<file path="src/rtl/cnn_filter_pkg.sv">
// cnn_filter_pkg: shared filter sizing constants and loader state encoding
package cnn_filter_pkg;
  localparam int NUM_TAPS = 9;
  localparam int FILTER_WORDS = 10;
  localparam int WEIGHT_W = 16;
  typedef enum logic [1:0] {IDLE, LOAD, DONE} loader_state_t;
endpackage

</file>
<file path="src/rtl/filter_reg_bank.sv">
// filter_reg_bank: single-write-port register file with full-width registered read
module filter_reg_bank
  import cnn_filter_pkg::*;
#(
  parameter int W = WEIGHT_W,
  parameter int N = FILTER_WORDS
) (
  input  logic                clk,
  input  logic                rst,
  input  logic                we,
  input  logic [3:0]          waddr,
  input  logic [W-1:0]        wdata,
  input  logic                en,
  output logic [N-1:0][W-1:0] rd
);
  logic [N-1:0][W-1:0] mem;
  // storage: one word written per cycle, cleared by reset
  always_ff @(posedge clk)
    if (rst) mem <= '0;
    else if (we) mem[waddr] <= wdata;
  // read port: snapshots the whole bank, so same-cycle writes are seen next read
  always_ff @(posedge clk)
    if (rst) rd <= '0;
    else if (en) rd <= mem;
endmodule

</file>
<file path="src/rtl/filter_weight_loader.sv">
// filter_weight_loader: streams 9 taps + bias into a register bank; FILTER_LOADER_CHECKSUM_EN adds a trailing checksum word
module filter_weight_loader
  import cnn_filter_pkg::*;
#(
  parameter int dataWidthFilter = WEIGHT_W,
  parameter int numWeightFilter = FILTER_WORDS
) (
  input  logic                       clk,
  input  logic                       rst,
  input  logic                       start,
  input  logic                       s_valid,
  input  logic [dataWidthFilter-1:0] s_data,
  output logic                       s_ready,
  output logic                       busy,
  output logic                       done,
  output logic                       weights_valid,
  output logic                       err,
  input  logic                       en,
  output logic [dataWidthFilter-1:0] rdata0,
  output logic [dataWidthFilter-1:0] rdata1,
  output logic [dataWidthFilter-1:0] rdata2,
  output logic [dataWidthFilter-1:0] rdata3,
  output logic [dataWidthFilter-1:0] rdata4,
  output logic [dataWidthFilter-1:0] rdata5,
  output logic [dataWidthFilter-1:0] rdata6,
  output logic [dataWidthFilter-1:0] rdata7,
  output logic [dataWidthFilter-1:0] rdata8,
  output logic [dataWidthFilter-1:0] bias
);
  loader_state_t state;
  logic [3:0] count;
  logic go, xfer, data_word, last, wv_next;
  logic [numWeightFilter-1:0][dataWidthFilter-1:0] rd;
  assign go = state == IDLE && start;
  assign s_ready = state == LOAD;
  assign busy = s_ready;
  assign done = state == DONE;
  assign xfer = s_ready && s_valid;
  assign data_word = xfer && count < 4'(numWeightFilter);
`ifdef FILTER_LOADER_CHECKSUM_EN
  logic [dataWidthFilter-1:0] sum;
  assign last = xfer && count == 4'(numWeightFilter);
  assign wv_next = s_data == sum;
  // running checksum over data words; err is sticky until reset or the next start
  always_ff @(posedge clk)
    if (rst || go) begin
      sum <= '0;
      err <= 1'b0;
    end else begin
      if (data_word) sum <= sum + s_data;
      if (last && !wv_next) err <= 1'b1;
    end
`else
  assign last = xfer && count == 4'(numWeightFilter - 1);
  assign wv_next = 1'b1;
  assign err = 1'b0;
`endif
  // load sequencer: count stops on the final word, so it never wraps
  always_ff @(posedge clk)
    if (rst) begin
      state <= IDLE;
      count <= '0;
      weights_valid <= 1'b0;
    end else if (go) begin
      state <= LOAD;
      count <= '0;
      weights_valid <= 1'b0;
    end else if (last) begin
      state <= DONE;
      weights_valid <= wv_next;
    end else if (xfer) count <= count + 4'd1;
    else if (state == DONE) state <= IDLE;
  filter_reg_bank #(.W(dataWidthFilter), .N(numWeightFilter)) u_bank (
    .clk(clk),
    .rst(rst),
    .we(data_word),
    .waddr(count),
    .wdata(s_data),
    .en(en),
    .rd(rd)
  );
  assign rdata0 = rd[0];
  assign rdata1 = rd[1];
  assign rdata2 = rd[2];
  assign rdata3 = rd[3];
  assign rdata4 = rd[4];
  assign rdata5 = rd[5];
  assign rdata6 = rd[6];
  assign rdata7 = rd[7];
  assign rdata8 = rd[8];
  assign bias = rd[NUM_TAPS];
endmodule

</file>
<file path="config.mk">
export PLATFORM = sky130hd
export DESIGN_NAME = filter_weight_loader
export DESIGN_NICKNAME = d
export VERILOG_FILES = /design/src/rtl/cnn_filter_pkg.sv /design/src/rtl/filter_reg_bank.sv /design/src/rtl/filter_weight_loader.sv
export SDC_FILE = /design/constraint.sdc
export NUM_CORES = 1
export LEC_CHECK = 0
export CAP_MARGIN = 20
export CORE_MARGIN = 1
export CORE_UTILIZATION = 29
export CTS_CLUSTER_DIAMETER = 120
export DETAILED_ROUTE_END_ITERATION = 8
export GPL_TIMING_DRIVEN = 1
export SLEW_MARGIN = 20
export SYNTH_ARGS = -nofsm -noshare
export SYNTH_HDL_FRONTEND = slang
export SYNTH_HIERARCHICAL = 1
export SYNTH_SLANG_ARGS = --single-unit
</file>
<file path="constraint.sdc">
create_clock -name clk -period 3.8 [get_ports clk]
set_input_delay 0.76 -clock clk [delete_from_list [all_inputs] [get_ports clk]]
set_output_delay 0.76 -clock clk [all_outputs]
set_load 0.05 [all_outputs]
</file>
==> flow_summary.ini, run 1 <==
[clock_tree]
cts.sinks = 327
clk_pin_slew_worst_paths_ns = 0.06
postCtsSetupBuffers = 0
clock_latency_ns = 0.53
cts_resized = 0
clock-root-buffer = clkbuf_16
clockBufferDepth = 3
cts_tree = yes
numCtsBuffers = 38
h-tree-depth = 2
hold_buffers = 0

[grt]
antenna_found_initial = 1
grt_max_degree = 93
use_met1 = 0.1950
use_met3 = 0.03510
track_usage = 0.1523
grt_overflow = 0
first_global_vias = 8087
top_usage_layer = met2
grt_util_met2 = 0.2518
grt_pass1_wl_um = 49560

[setup_path]
crit_chain = inv_1, nor2_1, clkdlybuf4s50_1
r2r_end = u_bank/mem[22]
worstPathMaxFanout = 7
required_ns = 3.04
crit_arrival_ns = 2.11
endpoint_kind = output pin
regToRegStartpoint = count[1]
cpPeakStageDelay_ns = 0.84
reg2reg_depth = 5
crit_buf_inv = 2
reg2reg_setup_slack_ns = 1.64
startpoint_type = flip-flop
critPathKind = flip-flop to output pin
critPathTopFamily = buffers and inverters
critical_path.slowest_cell = clkdlybuf4s50_1

[flow_run]
max_cap_viol_count = 0

[sta]
worst_hold_slack_ns = 0.4754
tns_ns = 0
worstMarginPinSlew_ns = 0.8433
fin_crit_sh = 0.7550
hold_violations = 0
rsz0062_at_grt = false
setup_viol = 0
maxSlewViolCount = 0
skew_ns = 0.009195
fmax_mhz = 348.6
relSlewSlack = 0.4378
fin_crit_ns = 2.869

[floorplan]
dieArea_um2 = 43010
std_cell_rows = 74
dieHeight_um = 207.4
start_util = 0.2969
core-area_um2 = 41200
ios = 186
die_width_um = 207.4

[power]
finalPower_mw = 7.546
seqPwrFrac = 0.458
p_leak_nw = 7.010
comb_power_share = 0.046
ir_worst_vdd_v = 0.0002386
p_sw_mw = 1.661
p_clk_frac = 0.496
p_int_mw = 5.885
power_density_nw_per_um2 = 477.0
switching_share = 0.2201

[layout]
instances_no_fill = 1839
fillerInstances = 4053
drive_gt1_frac = 0.07269
antenna_cells = 0
fin_nets = 1303
area_growth_pct = 29.31

[yosys]
netlist.area_leader.share = 0.5351
yosys-top-cells-area = dfxtp_1 (54%), mux2i_1 (26%), nand2b_1 (9.0%), nor2_1 (5.1%), buf_2 (1.6%)
ys_ff_latch = 327
syn_area_um2 = 12230
ys_warn_count = 6
ys.flop_type = dfxtp_1
netlist_instances = 1119
synthArstFlopShare = 0
yosysSeqAreaShare = 0.5351
synth.net_count = 1142
synth_area_leader_cell = dfxtp_1
synth_enable_flop_cells = 0
synthDistinctLibCells = 33
syn_area_per_cell_um2 = 10.93

[placement]
dp.cells = 1772
post-dp-hpwl_um = 19890
place_congestion = 0.6843
portBuffers = 184

[route]
drcViolationCount = 0
antenna_left = 0
vias_per_cell = 4.397
drtIter0Drc = 324
post_drt_wl_per_cell_um = 17.84
routed_wl_um = 32800
dr_total_vias = 8087
first_pass_iters = 4

[worst_hold_path]
worstHoldStart = u_bank/mem[134]
worstHoldEndpoint = u_bank/mem[134]
worstHoldPathCells = 2
hold_class = flip-flop to flip-flop

[status]
outcome = finished clean
## cells in the final DEF, fill, tap and decap left out, types with 3 or more instances in the layout
| cell type | Yosys | layout |
|---|---|---|
| nor2_1 | 166 | 166 |
| mux2i_1 | 320 | 320 |
| bufinv_16 | 0 | 3 |
| nand2_2 | 7 | 7 |
| clkdlybuf4s50_1 | 0 | 182 |
| nand2b_1 | 176 | 176 |
| clkbuf_16 | 0 | 41 |
| clkbuf_8 | 0 | 8 |
| buf_4 | 8 | 19 |
| clkbuf_1 | 35 | 9 |
| clkinv_2 | 0 | 3 |
| and3b_1 | 3 | 3 |
| dfxtp_1 | 327 | 327 |
| a21oi_1 | 5 | 5 |
| inv_1 | 3 | 3 |
## cells in the mapped netlist (2+ instances only)
cell	count
buf_6	2
and2b_1	2
buf_2	39
mux2i_1	320
nor2_1	166
or3_1	2
nor3_1	2
o21ai_0	2
nand2_2	7
inv_1	3
and2_1	2
clkbuf_1	35
nand3_4	2
dfxtp_1	327
nand2b_1	176
buf_4	8
and3b_1	3
a21oi_1	5
ha_1	2
## state kept, by name, summed over array words and instances (netlist names)
register       count
u_bank/mem       160
count              4
weights_valid      1
state              2
u_bank/rd        160
## tightest hold or removal path, cell delays in order, from the launching register on
cell	delay, ns
dfxtp_1	0.31
nand2b_1	0.06
mux2i_1	0.06
## worst max path at each step
stage               slack (ns)        endpoint  cells past startpoint      from
finish                    0.93            busy                      3  state[0]
global route              0.83            busy                      3  state[0]
CTS                       0.87            busy                      3  state[0]
detailed placement        0.81  u_bank/mem[22]                      6   s_valid
global placement          0.91  u_bank/mem[27]                      6   s_valid
floorplan                 1.50         s_ready                      3  state[0]
## layout make-up
cell class | count | area [um^2] | share of cell area
multi-input cells | 705 | 5268 | 0.3330
inverters | 3 | 11.26 | 0.0007118
well taps | 532 | 665.6 | 0.04208
clock inverters | 10 | 140.1 | 0.008858
clock buffers | 57 | 1156 | 0.07308
repair buffers | 205 | 2033 | 0.1285
flip-flops and latches | 327 | 6546 | 0.4138
## per-layer routing
layer	share of wire	up-vias
li1	-	4021
met1	0.46	3862
met5	0	-
met2	0.47	163
met4	0.021	0
met3	0.048	41
## kinds of logic after synthesis
group                    count (synthesis)  share of synthesized area
AO/OA/AOI/OAI                           11                   0.005523
XOR/XNOR                                 1                  0.0007160
adder cells (fa/ha/maj)                  2                   0.002045
buffers and inverters                   87                    0.03436
flip-flops                             327                     0.5351
multiplexers                           320                     0.2618
other                                    1                  0.0003065
AND/OR/NAND/NOR                        370                     0.1602
## power groups by stage
stage | Clock (mW) | Combinational [mW] | Sequential, mW
after global routing | 4.00 | 0.369 | 3.46
after detailed placement | 0 | 0.356 | 3.53
after global placement | 0 | 0.355 | 3.53
after CTS | 3.87 | 0.358 | 3.46
after floorplan | 0 | 0.210 | 3.55
final | 3.74 | 0.346 | 3.46
## through the flow
step                worst slack, ns  cell area, um^2  utilization
finish                       0.9310            15820       0.3840
global route                 0.8257            15820       0.3840
CTS                          0.8739            15820       0.3840
detailed placement           0.8107            14520       0.3525
global placement             0.9147            14520       0.3525
floorplan                     1.504            12230            -
No activity file was read; power rests on OpenSTA's default activity.
==> inputs of run 2 (changes only) <==
- clock period: 3.8 -> 2.75 ns (I/O delays scaled with it)
==> run 2 against run 1 <==
Effect of this change:
- first-iteration DRC count up 21%
- die area unchanged
- non-clock buffer count up 12
- combinational power up 41%
- clock power up 34%
- setup slack worse by 0.75 ns
- sequential share of layout area down 0.16 points
- clock-buffer cell count down 5
- via count up 0.49%
- global-route usage up 0.051 points
- largest cell class unchanged
- largest power group unchanged
==> flow_summary.ini, run 2 (synthesis results as in run 1) <==
[status]
outcome = finished clean

[placement]
portBuffers = 184
dp.cells = 1784
post-dp-hpwl_um = 20290
place_ws_ns = 0.1381
place_congestion = 0.7117

[clock_tree]
numCtsBuffers = 37
clock_latency_ns = 0.54
clock-root-buffer = clkbuf_16
postCtsSetupBuffers = 0
clk_pin_slew_worst_paths_ns = 0.06
cts.sinks = 327
cts_tree = yes
h-tree-depth = 2
clockBufferDepth = 3

[layout]
instances_no_fill = 1848
biggestRegsByFlops = u_bank/mem (160), u_bank/rd (160), count (4)
antenna_cells = 0
layout_commonest_cell = dfxtp_1
mostFrequentLayoutCells = dfxtp_1 (327), mux2i_1 (320), clkdlybuf4s50_1 (180)
fin_nets = 1314
area_growth_pct = 29.82
drive_gt1_frac = 0.08055

[setup_path]
startpoint_type = flip-flop
endpoint_kind = output pin
crit_arrival_ns = 2.02
worstPathMaxFanout = 6
required_ns = 2.20
reg2reg_setup_slack_ns = 0.75
critPathKind = flip-flop to output pin

[sta]
worst_slack_ns = 0.1815
worstMarginPinSlew_ns = 0.6328
tns_ns = 0
fin_crit_ns = 2.569
fin_crit_sh = 0.9340
worst_hold_slack_ns = 0.4736
fmax_mhz = 389.3
setup_viol = 0
relSlewSlack = 0.5781
rsz0062_at_grt = false
skew_ns = 0.02246
maxSlewViolCount = 0
hold_violations = 0

[grt]
first_global_vias = 8183
antenna_found_initial = 0
track_usage = 0.1528
grt_overflow = 0
grt_max_degree = 95
grt_pass1_wl_um = 49860

[floorplan]
dieArea_um2 = 43010
core-area_um2 = 41200
std_cell_rows = 74
die_width_um = 207.4
dieHeight_um = 207.4
ios = 186
start_util = 0.2969

[power]
p_leak_nw = 7.053
ir_worst_vdd_v = 0.0004250
power_density_nw_per_um2 = 648.1

[route]
wl_met3_um = 1694
antenna_left = 0
drcViolationCount = 0
wl_met2_um = 15350
drtIter0Drc = 391
drt-met1-wl_um = 15020
first_pass_iters = 6
vias_per_cell = 4.398
dr_total_vias = 8127
top_layer = met4
post_drt_wl_per_cell_um = 17.78
routed_wl_um = 32860

[flow_run]
max_cap_viol_count = 0

[worst_hold_path]
hold_class = flip-flop to flip-flop
[run 2: stage by stage]
stage,utilization,instance area [um^2],power (mW)
2_1_floorplan,-,12230,5.190
3_3_place_gp,0.3556,14650,5.386
3_5_place_dp,0.3556,14650,5.388
4_1_cts,0.3855,15880,10.49
5_1_grt,0.3855,15880,10.69
6_report,0.3855,15880,10.29
[run 2: final cells by class]
cell class              instances  area, um^2
clock buffers                  52        1062
fillers                      4006       25320
well taps                     532       665.6
clock inverters                12       171.4
multi-input cells             705        5268
repair buffers                217        2158
inverters                       3       11.26
flip-flops and latches        327        6546
[run 2: final timing paths]
kind                                    start            end  cells after the start
worst max-delay path                 state[1]           done                      3
worst min-delay path            u_bank/mem[0]  u_bank/mem[0]                      2
worst max register to register       count[1]  u_bank/mem[1]                      5
worst min register to register  u_bank/mem[0]  u_bank/mem[0]                      2
[run 2: layer usage]
layer,global-route usage,vias to the layer above
met3,0.02859,47
met5,0,-
met4,0.05301,0
met2,0.2529,178
met1,0.1985,3867
li1,-,4035
[run 2: critical path, cell delays in order (launching register included)]
cell and delay [ns]:
dfxtp_1 0.41, inv_1 0.09, nor2_1 0.15, clkdlybuf4s50_1 0.83
[run 2: repair_timing]
action | in CTS | in global routing
resized for setup | 2 | 0
hold buffers | 0 | 0
endpoints found under the setup margin | 2 | 0
hold endpoints to repair | 0 | 0
[run 2: power breakdown]
group / leakage, nW / internal, mW / total, mW / switching (mW)
clock: 0.599 / 3.07 / 5.03 / 1.96
combinational: 3.82 / 0.188 / 0.489 / 0.301
sequential: 2.63 / 4.76 / 4.78 / 0.0192
